`config.mk`:
```
export PLATFORM = sky130hd
export DESIGN_NAME = coin_acceptor
export DESIGN_NICKNAME = d
export VERILOG_FILES = /design/src/rtl/coin_acceptor.sv
export SDC_FILE = /design/constraint.sdc
export NUM_CORES = 1
export LEC_CHECK = 0
export BUFFER_PORTS_ARGS = -buffer_cell sky130_fd_sc_hd__buf_2
export CAP_MARGIN = 5
export CORE_AREA = 8 8 93 95
export CTS_CLUSTER_SIZE = 20
export DETAILED_ROUTE_END_ITERATION = 10
export DIE_AREA = 0 0 101 103
export PLACE_DENSITY = 0.53
export SYNTH_ARGS = -nofsm -noshare
export SYNTH_HDL_FRONTEND = slang
export SYNTH_SLANG_ARGS = --single-unit
```
`constraint.sdc`:
```
create_clock -name clk -period 2.7 [get_ports clk]
set_clock_uncertainty 0.15 [all_clocks]
set_input_delay 0.135 -clock clk [delete_from_list [all_inputs] [get_ports clk]]
set_output_delay 0.135 -clock clk [all_outputs]
set_load 0.05 [all_outputs]
```
`src/rtl/coin_acceptor.sv`:
```
// rtl/coin_acceptor.sv - coin debounce, credit, vend and change return; optional refund via COIN_REFUND_EN
module coin_acceptor #(
    parameter int PRICE_SINGLE = 100,
    parameter int PRICE_DOUBLE = 150,
    parameter int CREDIT_W     = 8,
    parameter int DEBOUNCE_CYC = 4,
    parameter int CHANGE_UNIT  = 25
) (
    input  logic                clk,
    input  logic                rst,
    input  logic                coin_25,
    input  logic                coin_50,
    input  logic                coin_100,
    input  logic                double_sel,
    input  logic                refund_req,
    input  logic                wash_done,
    output logic                coin_in,
    output logic                double_wash,
    output logic [CREDIT_W-1:0] credit,
    output logic                change_pulse,
    output logic                busy
);
    localparam int CNT_W = $clog2(DEBOUNCE_CYC + 1);
    localparam int SUM_W = CREDIT_W + 2;

    localparam logic [CNT_W-1:0]    CNT_MAX    = CNT_W'(DEBOUNCE_CYC);
    localparam logic [CNT_W-1:0]    CNT_FIRE   = CNT_W'(DEBOUNCE_CYC - 1);
    localparam logic [CREDIT_W-1:0] CREDIT_MAX = '1;
    localparam logic [CREDIT_W-1:0] P_SINGLE   = CREDIT_W'(PRICE_SINGLE);
    localparam logic [CREDIT_W-1:0] P_DOUBLE   = CREDIT_W'(PRICE_DOUBLE);
    localparam logic [CREDIT_W-1:0] UNIT       = CREDIT_W'(CHANGE_UNIT);

    typedef enum logic [2:0] {
        ST_IDLE, ST_COLLECT, ST_VEND, ST_CHANGE, ST_WASH
    } state_t;

    state_t              state_q, state_d;
    logic [CREDIT_W-1:0] credit_q, credit_d;
    logic                double_wash_q, double_wash_d;
    logic                vended_q, vended_d;
    logic                phase_q, phase_d;

    logic [2:0]          raw;
    logic [2:0]          sync1_q, sync2_q;
    logic [CNT_W-1:0]    cnt_q [3];
    logic [2:0]          coin_ev;

    logic [SUM_W-1:0]    coin_sum;
    logic [SUM_W-1:0]    credit_acc;
    logic [CREDIT_W-1:0] credit_sat;
    logic [CREDIT_W-1:0] price;
    logic [CREDIT_W-1:0] remainder;

`ifndef COIN_REFUND_EN
    logic unused_refund;
    assign unused_refund = refund_req;
`endif

    // bit order of raw/coin_ev: 0 = 25c, 1 = 50c, 2 = 100c
    assign raw = {coin_100, coin_50, coin_25};

    // synchronize each coin line and count consecutive high samples, saturating
    always_ff @(posedge clk) begin
        if (rst) begin
            sync1_q <= '0;
            sync2_q <= '0;
            for (int i = 0; i < 3; i++) cnt_q[i] <= '0;
        end else begin
            sync1_q <= raw;
            sync2_q <= sync1_q;
            for (int i = 0; i < 3; i++) begin
                if (!sync2_q[i]) cnt_q[i] <= '0;
                else if (cnt_q[i] != CNT_MAX) cnt_q[i] <= cnt_q[i] + CNT_W'(1);
            end
        end
    end

    // a line fires once, on the sample that brings its run up to DEBOUNCE_CYC; sum and saturate
    always_comb begin
        for (int i = 0; i < 3; i++) coin_ev[i] = sync2_q[i] && (cnt_q[i] == CNT_FIRE);
        coin_sum = '0;
        if (coin_ev[0]) coin_sum = coin_sum + SUM_W'(25);
        if (coin_ev[1]) coin_sum = coin_sum + SUM_W'(50);
        if (coin_ev[2]) coin_sum = coin_sum + SUM_W'(100);
        credit_acc = SUM_W'(credit_q) + coin_sum;
        credit_sat = (credit_acc > SUM_W'(CREDIT_MAX)) ? CREDIT_MAX : credit_acc[CREDIT_W-1:0];
        price      = double_sel ? P_DOUBLE : P_SINGLE;
        remainder  = (credit_q >= price) ? credit_q - price : '0;
    end

    // state register and datapath registers
    always_ff @(posedge clk) begin
        if (rst) begin
            state_q       <= ST_IDLE;
            credit_q      <= '0;
            double_wash_q <= 1'b0;
            vended_q      <= 1'b0;
            phase_q       <= 1'b0;
        end else begin
            state_q       <= state_d;
            credit_q      <= credit_d;
            double_wash_q <= double_wash_d;
            vended_q      <= vended_d;
            phase_q       <= phase_d;
        end
    end

    // next state: vend beats refund; change alternates pulse/gap and forfeits a sub-unit remainder
    always_comb begin
        state_d       = state_q;
        credit_d      = credit_q;
        double_wash_d = double_wash_q;
        vended_d      = vended_q;
        phase_d       = phase_q;
        unique case (state_q)
            ST_IDLE: begin
                credit_d = '0;
                vended_d = 1'b0;
                phase_d  = 1'b0;
                if (|coin_ev) begin
                    credit_d = credit_sat;
                    state_d  = ST_COLLECT;
                end
            end
            ST_COLLECT: begin
                credit_d = credit_sat;
                if (credit_q >= price) begin
                    state_d = ST_VEND;
`ifdef COIN_REFUND_EN
                end else if (refund_req) begin
                    state_d  = ST_CHANGE;
                    vended_d = 1'b0;
                    phase_d  = 1'b0;
`endif
                end
            end
            ST_VEND: begin
                credit_d      = remainder;
                double_wash_d = double_sel;
                vended_d      = 1'b1;
                phase_d       = 1'b0;
                state_d       = (remainder != '0) ? ST_CHANGE : ST_WASH;
            end
            ST_CHANGE: begin
                if (phase_q) begin
                    phase_d = 1'b0;
                end else if (credit_q >= UNIT) begin
                    credit_d = credit_q - UNIT;
                    phase_d  = 1'b1;
                end else begin
                    credit_d = '0;
                    state_d  = vended_q ? ST_WASH : ST_IDLE;
                end
            end
            ST_WASH: begin
                if (wash_done) begin
                    double_wash_d = 1'b0;
                    state_d       = ST_IDLE;
                end
            end
            default: state_d = ST_IDLE;
        endcase
    end

    // Moore outputs decoded from the registered state
    always_comb begin
        coin_in      = (state_q == ST_VEND);
        busy         = (state_q == ST_VEND) || (state_q == ST_CHANGE) || (state_q == ST_WASH);
        change_pulse = (state_q == ST_CHANGE) && !phase_q && (credit_q >= UNIT);
        credit       = credit_q;
        double_wash  = double_wash_q;
    end
endmodule

```
Word-level counts from Yosys, hierarchy flattened
Memories as Yosys holds them, arrays and structs flattened.
Cells that the tools add are included.
Storage, ports and cells
  flip-flop bits (word level): 20
  bits in writable memories: 9
  bits of input ports: 8
  output and inout bits: 12
  word-level logic and storage cells: 112
  memories: 1
Memories
  cnt_q: depth 3, bits a word 3, read ports 3, clocked after Yosys merged registers in 0, wr ports 3, RTL line 45  | logic [CNT_W-1:0] cnt_q [3];
Cells by class
  add/sub/neg operators: 8
  order comparisons: 3
  equality and inequality tests: 15
  multiplexer cells: 53
  bitwise operators: 6
  reductions and logical operators: 19
Operators by type and width (count)
  $mux 8: 6
  $mux 3: 13
  $pmux 8 s4: 1
  $mux 1: 26
  $mux 10: 2
  $eq 3x2->1 const B: 5
  $pmux 3 s5: 1
  $add 10x6->10 const B: 1
  $add 10x7->10 const B: 1
  $add 8x10->10: 1
  $gt 10x8->1 const B: 1
  $ne 2x2->1 const B: 5
  $add 3x1->3 const B: 3
  $ne 3x3->1 const B: 3
  $ge 8x5->1 const B: 1
  $ge 8x8->1: 1
  $reduce_bool 8->1: 1
  $sub 8x5->8 const B: 1
  $sub 8x8->8: 1
  $or 1x1->1: 6
  $pmux 1 s2: 3
  $reduce_bool 2->1: 3
  $logic_and 1x1->1: 5
  $mux 5: 1
  10 further kinds: 12

Depth between registers and ports, before layout
Gate-level depths: netlist of the first run.
An unclocked memory read counts as a cell.
  depth in word-level cells: 13
  depth in mapped cells: 13
  depth with buffers taken out: 13

Least setup slack after synthesis of the first run
Ideal clock, no wire load.
  path kind: register to register
  from: register credit_q[1] (netlist: credit[1])
  to: register credit_q[0] (netlist: credit[0])
  setup time: 0.071 ns
  arrival: 2.716 ns
  data required time: 2.479 ns
  path slack: -0.237 ns
  stages on the path, launching flop included: 10
  clock period less this slack: 2.937 ns
  path through: dfxtp_1 -> buf_2 -> inv_1 -> ha_1 -> nor3b_1 -> o21ai_1 -> nand3_1 -> nor2_1 -> o22ai_1 -> a21oi_1
Between the ends
  word-level cells in the longest chain between the ends: 5
Ends and longest elaborated chain
  from (decl): RTL line 38  | logic [CREDIT_W-1:0] credit_q, credit_d;
  from (signal assigned): RTL line 101  | credit_q <= credit_d;
  $add 8x10->10: RTL line 85  | credit_acc = SUM_W'(credit_q) + coin_sum;
  $gt 10x8->1: RTL line 86  | credit_sat = (credit_acc > SUM_W'(CREDIT_MAX)) ? CREDIT_MAX : credit_acc[CREDIT_W-1:0];
  $mux 8: RTL line 86
  $mux 8: RTL line 120  | if (|coin_ev) begin
  $pmux 8 s4 (*): RTL line 115  | unique case (state_q)
Mark *: on every way between the ends. The rest lies on a longest branch, timed or not. The select of a mux whose other input is x is not followed.
A chain may end at the register's enable or synchronous reset.

==> results of run 1 <==
routing by layer:
metal | track usage [%] | vias to the layer above | part of all wire, %
li1 | - | 1177 | -
met1 | 15.3 | 1104 | 48
met2 | 22.2 | 22 | 49
met3 | 1.69 | 9 | 1.6
met4 | 4.58 | 0 | 1.6
met5 | 0 | - | 0
path summary, 6_finish.rpt:
kind / from / end / slack [ps] / cells after the start
min reg2reg: sync1_q[0] / sync2_q[0] / 290 / 1
max reg2reg: cnt_q[0][1] / credit[3] / -40 / 12
max: cnt_q[0][1] / credit[3] / -40 / 12
min: double_sel / double_wash / 60 / 3
synthesized netlist by cell type (all sizes together), types with 2 or more instances:
cell      n
buf       7
a21o      7
o2111ai   2
o21a      3
nand2b    4
mux2i     2
xnor2     9
dfxtp    20
a31oi     7
or3       6
nor3      6
a211oi    7
clkbuf    3
edfxtp    9
inv      23
nor2     28
o211ai    3
a221oi    5
o21ai    16
nand2    23
o2111a    2
nor2b    14
and2      2
a21oi    13
ha       27
and3      6
a21boi    3
a211o     2
nand3     8
xor2      3
a2111oi   2
o31a      3
logic make-up after synthesis:
group | after synthesis | share of synthesized area [%]
simple gates | 101 | 21.0
compound gates | 85 | 26.0
buf+inv | 33 | 6.10
flops | 29 | 27.7
fa+ha+maj | 27 | 14.0
xor+xnor | 12 | 4.35
mux | 2 | 0.828
power by group through the flow:
stage                     clock network [mW]  registers (mW)  logic (mW)
after floorplan                            0           0.464      0.0275
after global placement                     0           0.465      0.0422
after detailed placement                   0           0.465      0.0431
after CTS                              0.558           0.456      0.0467
after global routing                   0.577           0.456      0.0528
final                                  0.545           0.456      0.0473
worst max-delay path, cell delays in order (launching register included):
cell	delay, ps
edfxtp_1	400
ha_2	220
ha_4	160
nand2_4	80
nand3_4	110
xnor2_4	220
ha_4	230
a21o_1	160
a31oi_2	170
and3_4	220
a21oi_4	50
o211a_1	210
a221o_1	250
flip-flops by register name, summed over array words and instances (netlist names):
signal and cells:
state_q 3, phase_q 1, sync2_q 3, cnt_q 9, vended_q 1, credit 8, double_wash 1, sync1_q 3
through the flow:
step,std cells,TNS [ps]
floorplan,289,0
global placement,429,-447
detailed placement,429,-863
CTS,444,-165
global route,448,-847
finish,448,-66.1
cell type report:
type	count	area, sq um	share of cell area (%)
Multi-Input combinational cell	227	1800	55.4
Sequential cell	29	672	20.7
Timing Repair Buffer	62	428	13.2
Tap cell	99	124	3.82
Inverter	23	86.3	2.66
Clock buffer	5	68.8	2.12
Clock inverter	3	65.1	2.01
timing repair:
| action | in CTS | in global routing |
|---|---|---|
| gates resized for setup | 17 | 17 |
| hold buffers | 3 | 0 |
| setup buffers | 4 | 4 |
| endpoints found under the hold margin | 3 | 0 |
| gates cloned | 0 | 0 |
| endpoints found under the setup margin | 8 | 8 |
| pin swaps | 12 | 10 |
==> results.sh, run 1 <==
export IMPL_status="finished with violations"
export IMPL_violations="setup timing"
export IMPL_path_clk_slew_ps=70
export IMPL_die_width_um=101
export IMPL_vias_per_cell=5.16
export IMPL_ant_nets=0
export IMPL_place_area_sq_um=2840
export IMPL_antennaDiodeCount=0
export IMPL_p_per_area_nw_per_um2=323
export IMPL_path_max_fanout=6
export IMPL_area_growth_pct=34.0
export IMPL_start_util_pct=33.9
export IMPL_ir_worst_vdd_v=0.000175
export IMPL_synth_top_cell_area_share_pct=16.6
export IMPL_power_total_mw=1.05
export IMPL_antenna_found_initial=0
export IMPL_gp_congestion=0.866
export IMPL_synth_area_top_cells="dfxtp_1, ha_1, edfxtp_1"
export IMPL_synth_main_ff_cell="dfxtp_1"
export IMPL_rsz0062_at_grt="yes"
export IMPL_yosysSeqAreaShare_pct=27.7
export IMPL_cts_tree="yes"
export IMPL_drive_gt1_share_pct=31.2
export IMPL_setup_viol=2
export IMPL_hold_path_class="in -> reg"
export IMPL_internal_power_uw=840
export IMPL_grt_pass1_vias=2189
export IMPL_power_switching_uw=208
export IMPL_wl_per_cell_um=14.1
export IMPL_routed_wl_um=6310
export IMPL_ios=20
export IMPL_slew_headroom_pct=64.0
export IMPL_fin_nets=383
export IMPL_maxCapViolations=0
export IMPL_syn_inst=289
export IMPL_vias=2312
export IMPL_io_buffers=18
export IMPL_ys_types=61
export IMPL_ys_ff_latch=29
export IMPL_synth_area_sq_um=2420
export IMPL_mostFrequentLayoutCells="buf_4, nor2_1, nand2_1"
export IMPL_clock_path_buffers=2
export IMPL_hold_viol=0
export IMPL_die_h_um=103
export IMPL_layout_commonest_cell="buf_4"
export IMPL_power_frac_seq_pct=43.5
export IMPL_post_route_util_pct=45.4
export IMPL_final_critical_path_setup_slack_ps=-38.7
export IMPL_grt_overflow=0
export IMPL_hold_slack_ps=60.0
export IMPL_track_usage_pct=12.6
export IMPL_path_class="reg -> reg"
export IMPL_fillers=740
export IMPL_die_area_sq_um=10400
export IMPL_p_sw_share_pct=19.9
export IMPL_avgSynthCellArea_sq_um=8.37
export IMPL_synth_top_area_cell="dfxtp_1"
export IMPL_design_area_sq_um=3240
export IMPL_drt_iter0_markers=87
export IMPL_worstPathRequired_ps=2720
export IMPL_async_reset_ff_share_pct=0
export IMPL_p_leak_nw=1.44
export IMPL_clkSinkCount=29
export IMPL_grt_max_degree=25
export IMPL_clk_root_buffer_cell="clkbuf_8"
export IMPL_coreArea_sq_um=7140
export IMPL_slew_viol_final=0
export IMPL_startpoint_type="flip-flop"
export IMPL_dp_hpwl_um=4840
export IMPL_htree_num_levels=2
export IMPL_dr_pass1_iters=4
export IMPL_synth_yosys_warnings=0
export IMPL_crit_arrival_ps=2760
export IMPL_clkPwrFrac_pct=52.0
export IMPL_numCtsBuffers=5
export IMPL_drc=0
export IMPL_clk_insertion_delay_late_ps=280
export IMPL_end_kind="flip-flop"
export IMPL_power_share_combinational_pct=4.5
export IMPL_grt_pass1_wl_um=10500
export IMPL_fmax_ghz=0.365
export IMPL_num_rows=31
export IMPL_period_share_pct=101
export IMPL_dp_worst_setup_slack_ps=-177
export IMPL_synth_edff_count=9
export IMPL_syn_num_nets=324
export IMPL_tightest_slew_ps=540
export IMPL_fin_crit_ps=2740
No activity file was read; power rests on OpenSTA's default activity.
==> run 2, diff against run 1 <==
--- a/config.mk
+++ b/config.mk
@@ -11,7 +11,6 @@
 export CTS_CLUSTER_SIZE = 20
 export DETAILED_ROUTE_END_ITERATION = 10
 export DIE_AREA = 0 0 101 103
-export PLACE_DENSITY = 0.53
 export SYNTH_ARGS = -nofsm -noshare
 export SYNTH_HDL_FRONTEND = slang
 export SYNTH_SLANG_ARGS = --single-unit
==> constraint.sdc (replaced) <==
create_clock -name clk -period 2.22 [get_ports clk]
set_clock_uncertainty 0.15 [all_clocks]
set_input_delay 0.111 -clock clk [delete_from_list [all_inputs] [get_ports clk]]
set_output_delay 0.111 -clock clk [all_outputs]
set_load 0.05 [all_outputs]
==> results.sh, run 2 (synthesized netlist as in run 1, its figures left out) <==
export IMPL_fmax_ghz=0.360
export IMPL_grt_overflow=0
export IMPL_dr_pass1_iters=5
export IMPL_cts_tree="yes"
export IMPL_grt_max_degree=25
export IMPL_coreArea_sq_um=7140
export IMPL_hold_viol=0
export IMPL_maxCapViolations=0
export IMPL_drc=0
export IMPL_track_usage_pct=13.2
export IMPL_clock_path_buffers=2
export IMPL_io_buffers=18
export IMPL_die_width_um=101
export IMPL_drive_gt1_share_pct=37.1
export IMPL_slew_headroom_pct=66.2
export IMPL_final_critical_path_setup_slack_ps=-559
export IMPL_antennaDiodeCount=0
export IMPL_fin_crit_ps=2780
export IMPL_slew_viol_final=0
export IMPL_internal_power_uw=801
export IMPL_rr_endpoint="credit[3]"
export IMPL_tightest_slew_ps=507
export IMPL_wl_per_cell_um=14.5
export IMPL_start_util_pct=33.9
export IMPL_end_kind="flip-flop"
export IMPL_power_switching_uw=241
export IMPL_rsz0062_at_grt="yes"
export IMPL_setup_viol=8
export IMPL_num_rows=31
export IMPL_routed_wl_um=6670
export IMPL_area_growth_pct=39.7
export IMPL_period_share_pct=125
export IMPL_crit_arrival_ps=2790
export IMPL_power_share_combinational_pct=7.0
export IMPL_die_area_sq_um=10400
export IMPL_regMostFlops="cnt_q"
export IMPL_drt_iter0_markers=106
export IMPL_ant_nets=0
export IMPL_worstHoldStart="wash_done"
export IMPL_antenna_found_initial=0
export IMPL_largest_register_ffs=9
export IMPL_gp_congestion=0.877
export IMPL_layout_commonest_cell="buf_4"
export IMPL_dp_worst_setup_slack_ps=-573
export IMPL_hold_path_endpoint="double_wash"
export IMPL_worstPathRequired_ps=2240
export IMPL_path_max_fanout=5
export IMPL_startpoint_type="flip-flop"
export IMPL_power_frac_seq_pct=53.1
export IMPL_rr_worst_depth=11
export IMPL_design_area_sq_um=3380
export IMPL_hold_depth=4
export IMPL_grt_pass1_wl_um=10800
export IMPL_crit_start="cnt_q[0][1]"
export IMPL_mostFrequentLayoutCells="buf_4, nor2_1, nand2_1"
export IMPL_reg2reg_from="cnt_q[0][1]"
export IMPL_p_leak_nw=1.51
export IMPL_clk_root_buffer_cell="clkbuf_8"
export IMPL_status="finished with violations"
export IMPL_r2r_slack_ps=-560
export IMPL_die_h_um=103
export IMPL_vias=2392
export IMPL_htree_num_levels=2
export IMPL_ios=20
export IMPL_numCtsBuffers=5
export IMPL_clkPwrFrac_pct=39.9
export IMPL_fin_nets=395
export IMPL_path_class="reg -> reg"
export IMPL_post_route_util_pct=47.4
export IMPL_ir_worst_vdd_v=0.000218
export IMPL_place_area_sq_um=3000
export IMPL_p_per_area_nw_per_um2=308
export IMPL_clkSinkCount=29
export IMPL_violations="setup timing"
export IMPL_hold_path_class="in -> reg"
export IMPL_vias_per_cell=5.20
export IMPL_p_sw_share_pct=23.1
export IMPL_dp_hpwl_um=5020
export IMPL_path_clk_slew_ps=70
export IMPL_grt_pass1_vias=2342
export IMPL_clk_insertion_delay_late_ps=280
## run 2: worst max path at each step
stage / to / slack (ps)
3_3_place_gp: credit[3] / -510
3_5_place_dp: credit[3] / -570
2_1_floorplan: credit[3] / -430
4_1_cts: credit[3] / -530
5_1_grt: credit[3] / -690
6_report: credit[3] / -560
## run 2: layout make-up
type / instances / area [sq um]
clock buffers: 6 / 72.6
multi-input cells: 227 / 1890
clock inverters: 2 / 10.0
repair buffers: 74 / 520
inverters: 23 / 88.8
fillers: 694 / 3760
flip-flops and latches: 29 / 677
well taps: 99 / 124
## run 2: repair_timing
| action | 4_1_cts | 5_1_grt |
|---|---|---|
| endpoints found under the hold margin | 3 | 0 |
| gates resized for setup | 23 | 24 |
| setup buffers | 2 | 2 |
| pin swaps | 15 | 9 |
| setup endpoints to repair | 12 | 11 |
| hold buffers | 3 | 0 |
## run 2: worst max-delay path, cell delays in order (launching register included)
cell,delay [ps]
edfxtp_1,400
ha_2,210
ha_4,160
nand2_4,80
nand3_4,120
ha_1,290
mux2i_1,190
ha_2,340
o21ai_2,170
a21oi_4,100
o211a_1,210
a221o_1,250
## run 2: through the flow
| step | hold WS (ps) | cells | TNS (ps) | total power [mW] |
|---|---|---|---|---|
| 6_report | 79.0 | 460 | -4020 | 1.04 |
| 2_1_floorplan | 89.2 | 289 | -3280 | 0.597 |
| 5_1_grt | 113 | 460 | -5160 | 1.09 |
| 4_1_cts | 73.6 | 458 | -3790 | 1.06 |
| 3_3_place_gp | 168 | 445 | -3840 | 0.621 |
| 3_5_place_dp | 177 | 445 | -4290 | 0.623 |
## run 2: layer usage
| metal | part of all wire, % | wire length (um) | global-route usage, % |
|---|---|---|---|
| met4 | 1.9 | 129 | 5.61 |
| met1 | 45 | 3000 | 15.2 |
| met2 | 50 | 3330 | 23.2 |
| met5 | 0 | 0 | 0 |
| met3 | 3.2 | 213 | 2.63 |
## run 2: power groups by stage
stage | combinational [mW] | sequential, mW | clock [mW]
after floorplan | 0.0334 | 0.564 | 0
after global placement | 0.0576 | 0.564 | 0
after detailed placement | 0.0587 | 0.564 | 0
after CTS | 0.0696 | 0.553 | 0.434
after global routing | 0.0810 | 0.553 | 0.456
final | 0.0728 | 0.553 | 0.416
==> run 3, diff against run 2 <==
==> constraint.sdc (replaced) <==
create_clock -name clk -period 3.4 [get_ports clk]
set_clock_uncertainty 0.15 [all_clocks]
set_input_delay 0.17 -clock clk [delete_from_list [all_inputs] [get_ports clk]]
set_output_delay 0.17 -clock clk [all_outputs]
set_load 0.05 [all_outputs]
==> results.sh, run 3 (synthesized netlist as in run 1, its figures left out) <==
export IMPL_tns_ps=0
export IMPL_grt_pass1_wl_um=9690
export IMPL_r2r_slack_ps=350
export IMPL_setup_viol=0
export IMPL_mostFrequentLayoutCells="nor2_1, ha_1, nand2_1"
export IMPL_cts_hold_buffers=3
export IMPL_drive_gt1_share_pct=13.5
export IMPL_p_per_area_nw_per_um2=274
export IMPL_period_share_pct=89.8
export IMPL_crit_buf_inv=0
export IMPL_htree_num_levels=2
export IMPL_regMostFlops="cnt_q"
export IMPL_grt_use_met1_pct=14.9
export IMPL_dp_hpwl_um=4480
export IMPL_track_usage_pct=11.6
export IMPL_antenna_found_initial=0
export IMPL_grt_max_degree=25
export IMPL_post_cts_buffers=0
export IMPL_grt_overflow=0
export IMPL_layout_cells_non_filler=410
export IMPL_fin_nets=345
export IMPL_path_clk_slew_ps=70
export IMPL_hold_path_class="in -> reg"
export IMPL_gp_congestion=0.816
export IMPL_path_class="reg -> reg"
export IMPL_antennaDiodeCount=0
export IMPL_routed_wl_um=5740
export IMPL_clk_insertion_delay_late_ps=280
export IMPL_area_growth_pct=12.9
export IMPL_grt_use_met3_pct=1.96
export IMPL_fin_crit_ps=3050
export IMPL_busiest_layer="met2"
export IMPL_startpoint_type="flip-flop"
export IMPL_crit_start="cnt_q[0][0]"
export IMPL_worstHoldStart="double_sel"
export IMPL_slew_headroom_pct=64.9
export IMPL_hold_viol=0
export IMPL_tightest_slew_ps=525
export IMPL_use_met2_pct=19.3
export IMPL_numCtsBuffers=5
export IMPL_maxCapViolations=0
export IMPL_vias=2131
export IMPL_post_route_util_pct=38.3
export IMPL_ios=20
export IMPL_num_rows=31
export IMPL_die_h_um=103
export IMPL_critPathSlowestCell="edfxtp_1"
export IMPL_crit_chain="ha_1, ha_1, nand2_1, nand3_1, xnor2_1, ha_1, a21o_1, a31oi_1, and3_1, a21oi_2, o211a_1, a221o_1"
export IMPL_vias_per_cell=5.20
export IMPL_ir_worst_vdd_v=0.000126
export IMPL_ant_nets=0
export IMPL_place_area_sq_um=2590
export IMPL_die_width_um=101
export IMPL_clock_path_buffers=2
export IMPL_worstPathRequired_ps=3420
export IMPL_coreArea_sq_um=7140
export IMPL_placed_cells=399
export IMPL_crit_arrival_ps=3070
export IMPL_design_area_sq_um=2730
export IMPL_wl_per_cell_um=14.0
export IMPL_drc=0
export IMPL_reg2reg_from="cnt_q[0][0]"
export IMPL_path_common_cell="ha_1"
export IMPL_clkSinkCount=29
export IMPL_end_kind="flip-flop"
export IMPL_p_leak_nw=1.22
export IMPL_slew_viol_final=0
export IMPL_fmax_ghz=0.328
export IMPL_clk_root_buffer_cell="clkbuf_8"
export IMPL_die_area_sq_um=10400
export IMPL_start_util_pct=33.9
export IMPL_cts_tree="yes"
export IMPL_path_max_fanout=6
export IMPL_rsz0062_at_grt="no"
export IMPL_dr_pass1_iters=4
export IMPL_largest_register_ffs=9
export IMPL_ctsResizeCount=0
export IMPL_path_delay_family="compound AO/OA/AOI/OAI gates"
export IMPL_critical_path_max_stage_delay_ps=410
export IMPL_grt_pass1_vias=2032
export IMPL_drt_iter0_markers=126
export IMPL_status="complete, no violations"
export IMPL_io_buffers=18
[run 3: cell types whose count changed in the layout (fill, tap and decap cells not counted), sizes merged]
cell,previous run,this run
clkinv,2,1
buf,71,21
bufinv,0,1
[run 3: final cells by class]
class / count / area [sq um]
clock inverters: 2 / 33.8
clock buffers: 6 / 72.6
fillers: 769 / 4410
inverters: 23 / 86.3
well taps: 99 / 124
multi-input cells: 227 / 1600
repair buffers: 24 / 143
flip-flops and latches: 29 / 671
[run 3: stage by stage]
step / hold WS (ps) / worst slack [ps] / total power, mW
final: 94.9 / 348 / 0.747
after global routing: 111 / 106 / 0.774
after CTS: 95.1 / 338 / 0.751
after detailed placement: 234 / 363 / 0.401
after global placement: 228 / 398 / 0.400
after floorplan: 148 / 463 / 0.390
[run 3: power by group]
part	switching (mW)	leakage [nW]	internal, mW
Combinational	0.0198	0.897	0.0145
Clock	0.135	0.0528	0.216
Sequential	0.00237	0.273	0.359
Total	0.157	1.22	0.590
[run 3: final timing paths]
check	end	cells past startpoint
max	credit[3]	12
min	double_wash	3
max reg2reg	credit[3]	12
min reg2reg	sync2_q[2]	1
[run 3: tightest hold or removal path, cell delays in order]
cell and delay [ps]:
buf_2 140, a22oi_1 100, nor2_1 90
[run 3: per-layer routing]
layer | share of wire (%) | vias up
met5 | 0 | -
li1 | - | 1102
met1 | 47 | 998
met4 | 0.68 | 0
met2 | 48 | 29
met3 | 3.4 | 2
